$ cat src/rtl/ps2_mouse_tracker_if.sv
// Bundle between the ps2rx byte receiver, the mouse tracker and the cursor overlay.
// The master drives received bytes and the slave returns the decoded cursor event.
interface ps2_mouse_tracker_if #(
  parameter int COORD_W = 10
) ();
  logic               rx_done_tick;
  logic [7:0]         rx_data;
  logic [COORD_W-1:0] cursor_x;
  logic [COORD_W-1:0] cursor_y;
  logic [2:0]         buttons;
  logic               pkt_valid;
  logic               sync_err;

  modport master (
    output rx_done_tick, rx_data,
    input  cursor_x, cursor_y, buttons, pkt_valid, sync_err
  );

  modport slave (
    input  rx_done_tick, rx_data,
    output cursor_x, cursor_y, buttons, pkt_valid, sync_err
  );
endinterface

$ cat src/rtl/ps2_mouse_tracker.sv
// Assembles 3-byte PS/2 stream-mode packets and tracks a clamped absolute cursor.
// Handles header resync, inter-byte timeout, enable gating and homing.
module ps2_mouse_tracker #(
  parameter int COORD_W  = 10,
  parameter int H_RES    = 640,
  parameter int V_RES    = 480,
  parameter int CURSOR_W = 10,
  parameter int CURSOR_H = 10,
  parameter int INIT_X   = 6,
  parameter int INIT_Y   = 6,
  parameter int Y_INVERT = 1,
  parameter int TIMEOUT  = 2000000
) (
  input  logic clk,
  input  logic rst_n,
  input  logic en_i,
  input  logic home_i,
  ps2_mouse_tracker_if.slave bus
);

  localparam int SUM_W = COORD_W + 2;
  localparam int CNT_W = (TIMEOUT > 2) ? $clog2(TIMEOUT) : 1;

  localparam logic [COORD_W-1:0] X_LIM  = COORD_W'(H_RES - CURSOR_W);
  localparam logic [COORD_W-1:0] Y_LIM  = COORD_W'(V_RES - CURSOR_H);
  localparam logic [COORD_W-1:0] X_HOME = COORD_W'(INIT_X);
  localparam logic [COORD_W-1:0] Y_HOME = COORD_W'(INIT_Y);
  localparam logic [CNT_W-1:0]   CNT_LAST = CNT_W'(TIMEOUT - 1);
  localparam logic               Y_NEG  = (Y_INVERT != 0) ? 1'b1 : 1'b0;

  typedef enum logic [1:0] {
    S_BYTE0  = 2'd0,
    S_BYTE1  = 2'd1,
    S_BYTE2  = 2'd2,
    S_UPDATE = 2'd3
  } state_e;

  state_e             state_q, state_d;
  logic [6:0]         hdr_q, hdr_d;     // header byte without its always-one sync bit
  logic [7:0]         b1_q, b1_d;
  logic [7:0]         b2_q, b2_d;
  logic [CNT_W-1:0]   cnt_q, cnt_d;
  logic [COORD_W-1:0] cursor_x_q, cursor_x_d;
  logic [COORD_W-1:0] cursor_y_q, cursor_y_d;
  logic [2:0]         buttons_q, buttons_d;
  logic               pkt_valid_q, pkt_valid_d;
  logic               sync_err_q, sync_err_d;
  logic               err_pend_q, err_pend_d;
  logic               err_now_s;
  logic signed [8:0]  dx_s, dy_s;

  // Adds (or subtracts) a 9-bit signed delta and clamps the result into [0, lim].
  function automatic logic [COORD_W-1:0] step_axis(
    input logic [COORD_W-1:0] pos,
    input logic signed [8:0]  delta,
    input logic               neg,
    input logic [COORD_W-1:0] lim
  );
    logic signed [SUM_W-1:0] p_s;
    logic signed [SUM_W-1:0] d_s;
    logic signed [SUM_W-1:0] sum_s;
    p_s   = $signed({2'b00, pos});
    d_s   = $signed({{(SUM_W-9){delta[8]}}, delta});
    sum_s = neg ? (p_s - d_s) : (p_s + d_s);
    if (sum_s[SUM_W-1]) begin
      step_axis = '0;
    end else if (sum_s > $signed({2'b00, lim})) begin
      step_axis = lim;
    end else begin
      step_axis = sum_s[COORD_W-1:0];
    end
  endfunction

  // Overflow flags (hdr bits 6/5 = b0[7]/b0[6]) zero the matching axis.
  assign dx_s = hdr_q[5] ? 9'sd0 : $signed({hdr_q[3], b1_q});
  assign dy_s = hdr_q[6] ? 9'sd0 : $signed({hdr_q[4], b2_q});

  // Packet FSM, timeout, cursor arithmetic and output pulse generation.
  always_comb begin
    state_d     = state_q;
    hdr_d       = hdr_q;
    b1_d        = b1_q;
    b2_d        = b2_q;
    cnt_d       = cnt_q;
    cursor_x_d  = cursor_x_q;
    cursor_y_d  = cursor_y_q;
    buttons_d   = buttons_q;
    pkt_valid_d = 1'b0;
    err_pend_d  = 1'b0;
    err_now_s   = 1'b0;

    if (!en_i) begin
      state_d = S_BYTE0;
      cnt_d   = '0;
    end else begin
      case (state_q)
        S_BYTE0: begin
          if (bus.rx_done_tick && bus.rx_data[3]) begin
            hdr_d   = {bus.rx_data[7:4], bus.rx_data[2:0]};
            cnt_d   = '0;
            state_d = S_BYTE1;
          end else if (bus.rx_done_tick) begin
            err_now_s = 1'b1;
          end else begin
            cnt_d = '0;
          end
        end
        S_BYTE1, S_BYTE2: begin
          if (bus.rx_done_tick) begin
            cnt_d = '0;
            if (state_q == S_BYTE1) begin
              b1_d    = bus.rx_data;
              state_d = S_BYTE2;
            end else begin
              b2_d    = bus.rx_data;
              state_d = S_UPDATE;
            end
          end else if (cnt_q == CNT_LAST) begin
            cnt_d     = '0;
            err_now_s = 1'b1;
            state_d   = S_BYTE0;
          end else begin
            cnt_d = cnt_q + CNT_W'(1);
          end
        end
        S_UPDATE: begin
          state_d     = S_BYTE0;
          cursor_x_d  = step_axis(cursor_x_q, dx_s, 1'b0, X_LIM);
          cursor_y_d  = step_axis(cursor_y_q, dy_s, Y_NEG, Y_LIM);
          buttons_d   = hdr_q[2:0];
          pkt_valid_d = 1'b1;
          // A dropped tick reports one cycle late so it never overlaps pkt_valid.
          err_pend_d  = bus.rx_done_tick;
        end
        default: begin
          state_d = S_BYTE0;
          cnt_d   = '0;
        end
      endcase
    end

    if (home_i) begin
      cursor_x_d = X_HOME;
      cursor_y_d = Y_HOME;
    end else begin
      cursor_x_d = cursor_x_d;
    end

    sync_err_d = err_now_s | err_pend_q;
  end

  // State and output registers.
  always_ff @(posedge clk or negedge rst_n) begin
    if (!rst_n) begin
      state_q     <= S_BYTE0;
      hdr_q       <= '0;
      b1_q        <= '0;
      b2_q        <= '0;
      cnt_q       <= '0;
      cursor_x_q  <= X_HOME;
      cursor_y_q  <= Y_HOME;
      buttons_q   <= '0;
      pkt_valid_q <= 1'b0;
      sync_err_q  <= 1'b0;
      err_pend_q  <= 1'b0;
    end else begin
      state_q     <= state_d;
      hdr_q       <= hdr_d;
      b1_q        <= b1_d;
      b2_q        <= b2_d;
      cnt_q       <= cnt_d;
      cursor_x_q  <= cursor_x_d;
      cursor_y_q  <= cursor_y_d;
      buttons_q   <= buttons_d;
      pkt_valid_q <= pkt_valid_d;
      sync_err_q  <= sync_err_d;
      err_pend_q  <= err_pend_d;
    end
  end

  assign bus.cursor_x  = cursor_x_q;
  assign bus.cursor_y  = cursor_y_q;
  assign bus.buttons   = buttons_q;
  assign bus.pkt_valid = pkt_valid_q;
  assign bus.sync_err  = sync_err_q;

endmodule

$ cat src/flat_wrapper.sv
// flat-port wrapper written by rule: the top's interface ports become plain ports
module ps2_mouse_tracker_flat 
#(
  parameter int COORD_W  = 10,
  parameter int H_RES    = 640,
  parameter int V_RES    = 480,
  parameter int CURSOR_W = 10,
  parameter int CURSOR_H = 10,
  parameter int INIT_X   = 6,
  parameter int INIT_Y   = 6,
  parameter int Y_INVERT = 1,
  parameter int TIMEOUT  = 2000000
)
  (clk, rst_n, en_i, home_i, bus_rx_done_tick, bus_rx_data, bus_cursor_x, bus_cursor_y, bus_buttons, bus_pkt_valid, bus_sync_err);
  ps2_mouse_tracker_if #(.COORD_W(COORD_W)) bus_i ();
  input  logic clk;
  input  logic rst_n;
  input  logic en_i;
  input  logic home_i;
  input wire logic [$bits(bus_i.rx_done_tick)-1:0] bus_rx_done_tick;
  input wire logic [$bits(bus_i.rx_data)-1:0] bus_rx_data;
  output wire logic [$bits(bus_i.cursor_x)-1:0] bus_cursor_x;
  output wire logic [$bits(bus_i.cursor_y)-1:0] bus_cursor_y;
  output wire logic [$bits(bus_i.buttons)-1:0] bus_buttons;
  output wire logic [$bits(bus_i.pkt_valid)-1:0] bus_pkt_valid;
  output wire logic [$bits(bus_i.sync_err)-1:0] bus_sync_err;
  assign bus_i.rx_done_tick = bus_rx_done_tick;
  assign bus_i.rx_data = bus_rx_data;
  assign bus_cursor_x = bus_i.cursor_x;
  assign bus_cursor_y = bus_i.cursor_y;
  assign bus_buttons = bus_i.buttons;
  assign bus_pkt_valid = bus_i.pkt_valid;
  assign bus_sync_err = bus_i.sync_err;
  ps2_mouse_tracker #(.COORD_W(COORD_W), .H_RES(H_RES), .V_RES(V_RES), .CURSOR_W(CURSOR_W), .CURSOR_H(CURSOR_H), .INIT_X(INIT_X), .INIT_Y(INIT_Y), .Y_INVERT(Y_INVERT), .TIMEOUT(TIMEOUT)) u_core (.clk(clk), .rst_n(rst_n), .en_i(en_i), .home_i(home_i), .bus(bus_i));
endmodule
$ cat config.mk
export PLATFORM = sky130hd
export DESIGN_NAME = ps2_mouse_tracker_flat
export DESIGN_NICKNAME = d
export VERILOG_FILES = /design/src/rtl/ps2_mouse_tracker_if.sv /design/src/rtl/ps2_mouse_tracker.sv /design/src/flat_wrapper.sv
export SDC_FILE = /design/constraint.sdc
export NUM_CORES = 1
export LEC_CHECK = 0
export ABC_CLOCK_PERIOD_IN_PS = 3400
export BUFFER_PORTS_ARGS = -buffer_cell sky130_fd_sc_hd__buf_2
export CORE_MARGIN = 8
export CORE_UTILIZATION = 60
export DETAILED_ROUTE_END_ITERATION = 10
export PLACE_DENSITY = 0.84
export SLEW_MARGIN = 20
export SYNTH_ARGS = -nofsm -noshare
export SYNTH_HDL_FRONTEND = slang
export SYNTH_SLANG_ARGS = --single-unit
$ cat constraint.sdc
create_clock -name clk -period 3.4 [get_ports clk]
set_input_delay 0.34 -clock clk [delete_from_list [all_inputs] [get_ports clk]]
set_output_delay 0.34 -clock clk [all_outputs]
set_load 0.03 [all_outputs]
# --- Yosys cells after proc, flatten, opt, wreduce, memory -nomap -nowiden ---
# Index checks and enable logic that the tools add are counted.
# Widths: inputs -> output; s select.
op_classes:
  eq_ne: 8
  bitwise: 2
  order_cmp: 2
  n_reduce_logical: 12
  shift: 0
  n_mul: 0
  addsub: 3
  mux: 34
  div_mod_pow: 0
op_table:
  columns: ["op", "count"]
  rows:
  - ["$mux 21", 5]
  - ["$mux 10", 10]
  - ["$pmux 21 s2", 1]
  - ["$add 21x1->21 const B", 1]
  - ["$eq 21x21->1 const B", 1]
  - ["$mux 9", 2]
  - ["$add 11x9->12", 1]
  - ["$gt 12x10->1 const B", 1]
  - ["$gt 12x11->1 const B", 1]
  - ["$sub 11x9->12", 1]
  - ["$mux 1", 10]
  - ["$mux 2", 4]
  - ["$ne 4x3->1 const B", 2]
  - ["$reduce_and 2->1", 4]
  - ["$reduce_and 4->1", 2]
  - ["$pmux 2 s3", 1]
  - ["$eq 2x2->1 const B", 2]
  - ["$reduce_bool 2->1", 2]
  - ["$ne 3x1->1 const B", 1]
  - ["$ne 3x2->1 const B", 1]
  - ["$reduce_and 3->1", 1]
  - ["$eq 2x1->1 const B", 1]
  - ["$logic_not 2->1", 1]
  - ["$pmux 1 s2", 1]
  - ["4 further kinds", 4]
totals:
  mem_bits_rw: 0
  reg_bits: 72
  romBits: 0
  word_cells: 72
  out_inout_bits: 25
  mem_count: 0
  latch_bits: 0

# --- Longest topological paths before layout ---
logic_depth:
  word_depth: 8
  ltp_mapped: 12

# --- Least setup slack after synthesis ---
# OpenSTA, ideal clock, no wires.
synth_timing:
  kind: "reg-to-reg"
  from: "reg u_core.hdr_q[6]"
  to: "reg u_core.cursor_y_q[4] (netlist: u_core.bus.cursor_y[4])"
  path_slack_ns: 0.611
  stages_incl_launch_ff: 11
  required_ns: 3.266
  arrival_time_ns: 2.656
  cell_sequence: "dfrtp_1 clkbuf_2 nor2b_1 inv_2 ha_1 clkbuf_1 a21o_1 or4b_4 and4_2 nor2_2 o211ai_1"
synth_between:
  elab_chain_len: 8
synth_lines:
  columns: ["item", "line_no", "text"]
  rows:
  - ["start: declaration", "ps2_mouse_tracker.sv:39", "logic [6:0] hdr_q, hdr_d;"]
  - ["start signal: assignment", "ps2_mouse_tracker.sv:168", "hdr_q <= hdr_d;"]
  - ["$mux 9 *", "ps2_mouse_tracker.sv:76", "assign dy_s = hdr_q[6] ? 9'sd0 : $signed({hdr_q[4], b2_q});"]
  - ["$sub 11x9->12 *", "ps2_mouse_tracker.sv:64", "sum_s = neg ? (p_s - d_s) : (p_s + d_s);"]
  - ["$gt 12x10->1", "ps2_mouse_tracker.sv:67", "end else if (sum_s > $signed({2'b00, lim})) begin"]
  - ["$mux 10", "ps2_mouse_tracker.sv:67", null]
  - ["$mux 10 *", "ps2_mouse_tracker.sv:65", "if (sum_s[SUM_W-1]) begin"]
  - ["$mux 10 *", "ps2_mouse_tracker.sv:96", "case (state_q)"]
  - ["$mux 10 *", "ps2_mouse_tracker.sv:92", "if (!en_i) begin"]
  - ["$mux 10 *", "ps2_mouse_tracker.sv:142", "if (home_i) begin"]
  - ["end signal: assignment", "ps2_mouse_tracker.sv:173", "cursor_y_q <= cursor_y_d;"]
  - ["end: declaration", "ps2_mouse_tracker.sv:44", "logic [COORD_W-1:0] cursor_y_q, cursor_y_d;"]
# Mark *: on every way between the ends. The rest lies on a longest branch, timed or not. The select of a mux whose other input is x is not followed.
# A chain may end at the register's enable or synchronous reset.

# --- Worst setup path in the final report ---
layout_timing:
  from: "reg u_core.hdr_q[6]"
  to: "reg u_core.cursor_y_q[1] (netlist: u_core.bus.cursor_y[1])"
# Same word-level chain as after synthesis.

==> results.yml <==
layout:
  multi_input_area_um2: 2618
  fillCellCount: 594
  drive_above_1_share: 0.2035
  areaGrowthSynthToFinish_pct: 11.27
  diodes: 0
  seq_area_um2: 1807
  fin_nets: 559
  final_util: 0.6929
worst_setup_path:
  r2r-end: "u_core.bus.cursor_y[1]"
  crit_required_ps: 3680
  crit_fanout: 10
  arrival_ps: 3250
  path_class: "register to register"
  reg2reg_depth: 11
  rrSetupSlack_ps: 430
  worst_r2r_startpoint: "u_core.hdr_q[6]"
  endpoint_kind: "register"
  critPathLaunchType: "register"
sta:
  timing.hold.ws_ps: 96.63
  min_period_ps: 2972
  period_share: 0.8741
  rsz0062_at_grt: "no"
  hold_violations: 0
  slew_violations: 0
  max_freq_mhz: 336.5
  setup_viol: 0
  worst_pin_slew_ps: 869.1
  fin_setup_tns_ps: 0
  relSlewSlack: 0.4206
  fin_skew_ps: 7.789
synthesis:
  ys_warn_count: 0
  async_flop_share: 1.000
  synth_edf_count: 0
  synthesis.nets: 516
  ys.flop_type: "dfrtp_1"
  synth_seq_cells: 72
  synth_area_per_cell_um2: 9.600
  syn_area_um2: 4541
  synth_cell_types: 72
  seq_area_frac_synth: 0.3979
  synth_cells: 473
clocking:
  cts_tree: "built"
  cts_resized: 0
  clockBufferDepth: 2
  clkSinkCount: 72
  root_buffer: "clkbuf_8"
  post-cts-setup-buffers: 0
  holdBufCountCts: 0
  clk_pin_slew_ps: 80
  h-tree-depth: 3
  numCtsBuffers: 9
  clock_latency_ps: 350
global_routing:
  grt_first_pass_wirelength_um: 17690
  antenna_found_initial: 0
  grt_usage: 0.2119
  grt_pass1_vias: 3726
  grt.overflow.total: 0
  grt_max_degree: 41
status:
  status: "completed"
floorplanning:
  design.core.area_um2: 7292
  die_w_um: 103.0
  core.rowCount: 31
  start_util: 0.6227
  die-area_um2: 10610
  pin_count: 38
  dieHeight_um: 103.0
pwr:
  p_leak_uw: 0.002342
  peakVddDrop_v: 0.0005779
  p_per_area_nw_per_um2: 768.2
routing:
  drt_wl_total_um: 10290
  dr.first_iter.drc_count: 172
  drt_first_pass_iters: 5
  drcViolationCount: 0
  vias_per_cell: 6.050
  num_vias: 3751
  ant_nets: 0
  post_drt_wl_per_cell_um: 16.60
placement:
  hpwlAfterDp_um: 7851
  portBuffers: 37
  place.gp.congestion: 0.9036
job:
  cap_viol_max_count: 0
hold_path:
  hold_class: "primary input to asynchronous set/reset pin"
==> cells by family (layout without fill, tap and decap cells) <==
kind of cell / count (synthesis) / in the layout / synth area share
fa+ha+maj: 30 / 30 / 0.08598
buf+inv: 30 / 78 / 0.02562
flops: 72 / 72 / 0.3979
compound gates: 127 / 127 / 0.1968
xor+xnor: 21 / 21 / 0.04216
mux: 25 / 25 / 0.06145
simple gates: 168 / 168 / 0.1901
==> cells in the final DEF, fill, tap and decap left out, types with 4 or more instances in the layout <==
master	netlist	layout
and3_1	9	9
clkinvlp_4	0	4
dfrtp_1	68	68
o31ai_1	9	9
xor2_1	8	8
o211ai_1	4	4
a21oi_1	18	18
o21a_1	4	4
a22o_1	4	4
o21ai_0	37	37
buf_4	0	5
nand2_1	44	44
nand3_1	15	15
dfstp_2	4	4
nor3_1	7	7
buf_2	2	37
nand4_1	6	6
xnor2_1	12	12
a21o_1	9	9
or3_1	7	7
and2_1	4	4
inv_1	18	18
nor2b_1	13	13
nand2b_1	12	12
nor2_1	32	32
mux2_2	23	23
clkbuf_8	0	10
ha_1	28	28
==> worst max-delay path, cell delays in order (launching register included) <==
cell and delay, ps:
dfrtp_1 460, nor2b_1 140, ha_1 170, inv_1 50, fa_1 410, a21o_1 220, a221oi_2 410, o32a_1 230
a21oi_1 60, mux2i_1 370, o311ai_0 190, o21ai_0 180
==> routing by layer <==
metal / wire [um] / global-route usage
met3: 629 / 0.03444
met1: 4792 / 0.2790
met2: 4671 / 0.3360
met5: 0 / 0
met4: 199 / 0.09232
==> metrics by stage <==
step           cell area, um2  std cells  worst slack [ps]  power, uW
3_5_place_dp             4846        604             462.6       3168
3_3_place_gp             4846        604             547.2       3109
2_1_floorplan            4541        473             610.5       2725
5_1_grt                  5052        620             127.9       4186
6_report                 5052        620             428.0       3881
4_1_cts                  5052        620             451.0       3883
==> where the power goes <==
group / total [uW] / internal [uW] / leakage (uW) / switching [uW]
clock network: 708 / 360 / 0.0000907 / 349
registers: 1180 / 1050 / 0.000939 / 132
logic: 1990 / 843 / 0.00131 / 1150
total: 3880 / 2250 / 0.00234 / 1630
==> cell usage after synthesis, drive strengths merged (12+ instances only) <==
cell | number | area (um2)
nor2b | 13 | 81.33
nor2 | 33 | 126.4
a21oi | 21 | 116.4
mux2 | 23 | 259.0
o21ai | 39 | 195.2
nand2 | 45 | 171.4
dfrtp | 68 | 1702
xnor2 | 12 | 105.1
inv | 19 | 71.31
nand2b | 12 | 75.07
nand3 | 15 | 75.07
ha | 28 | 350.3
==> flip-flops by register name, indices dropped and copies added, names as in the netlist <==
name                  flops
u_core.cnt_q             21
u_core.bus.cursor_x      10
u_core.bus.cursor_y      10
u_core.b1_q               8
u_core.b2_q               8
u_core.hdr_q              7
u_core.bus.buttons        3
u_core.state_q            2
u_core.bus.pkt_valid      1
u_core.bus.sync_err       1
u_core.err_pend_q         1
==> layout make-up <==
type / count / area share
Clock buffer: 10 / 0.02724
Clock inverter: 6 / 0.01362
Inverter: 20 / 0.01486
Multi-Input combinational cell: 371 / 0.5181
Sequential cell: 72 / 0.3576
Tap cell: 99 / 0.02452
Timing Repair Buffer: 42 / 0.04408
==> worst max path at each step <==
stage | from | depth (start not counted) | endpoint
after floorplan | u_core.hdr_q[6] | 10 | u_core.bus.cursor_y[4]
after global placement | u_core.hdr_q[6] | 11 | u_core.bus.cursor_y[2]
after detailed placement | u_core.hdr_q[6] | 11 | u_core.bus.cursor_y[0]
after CTS | u_core.hdr_q[6] | 11 | u_core.bus.cursor_y[5]
after global routing | u_core.hdr_q[6] | 11 | u_core.bus.cursor_y[1]
final | u_core.hdr_q[6] | 11 | u_core.bus.cursor_y[1]
No activity file was read; power rests on OpenSTA's default activity.
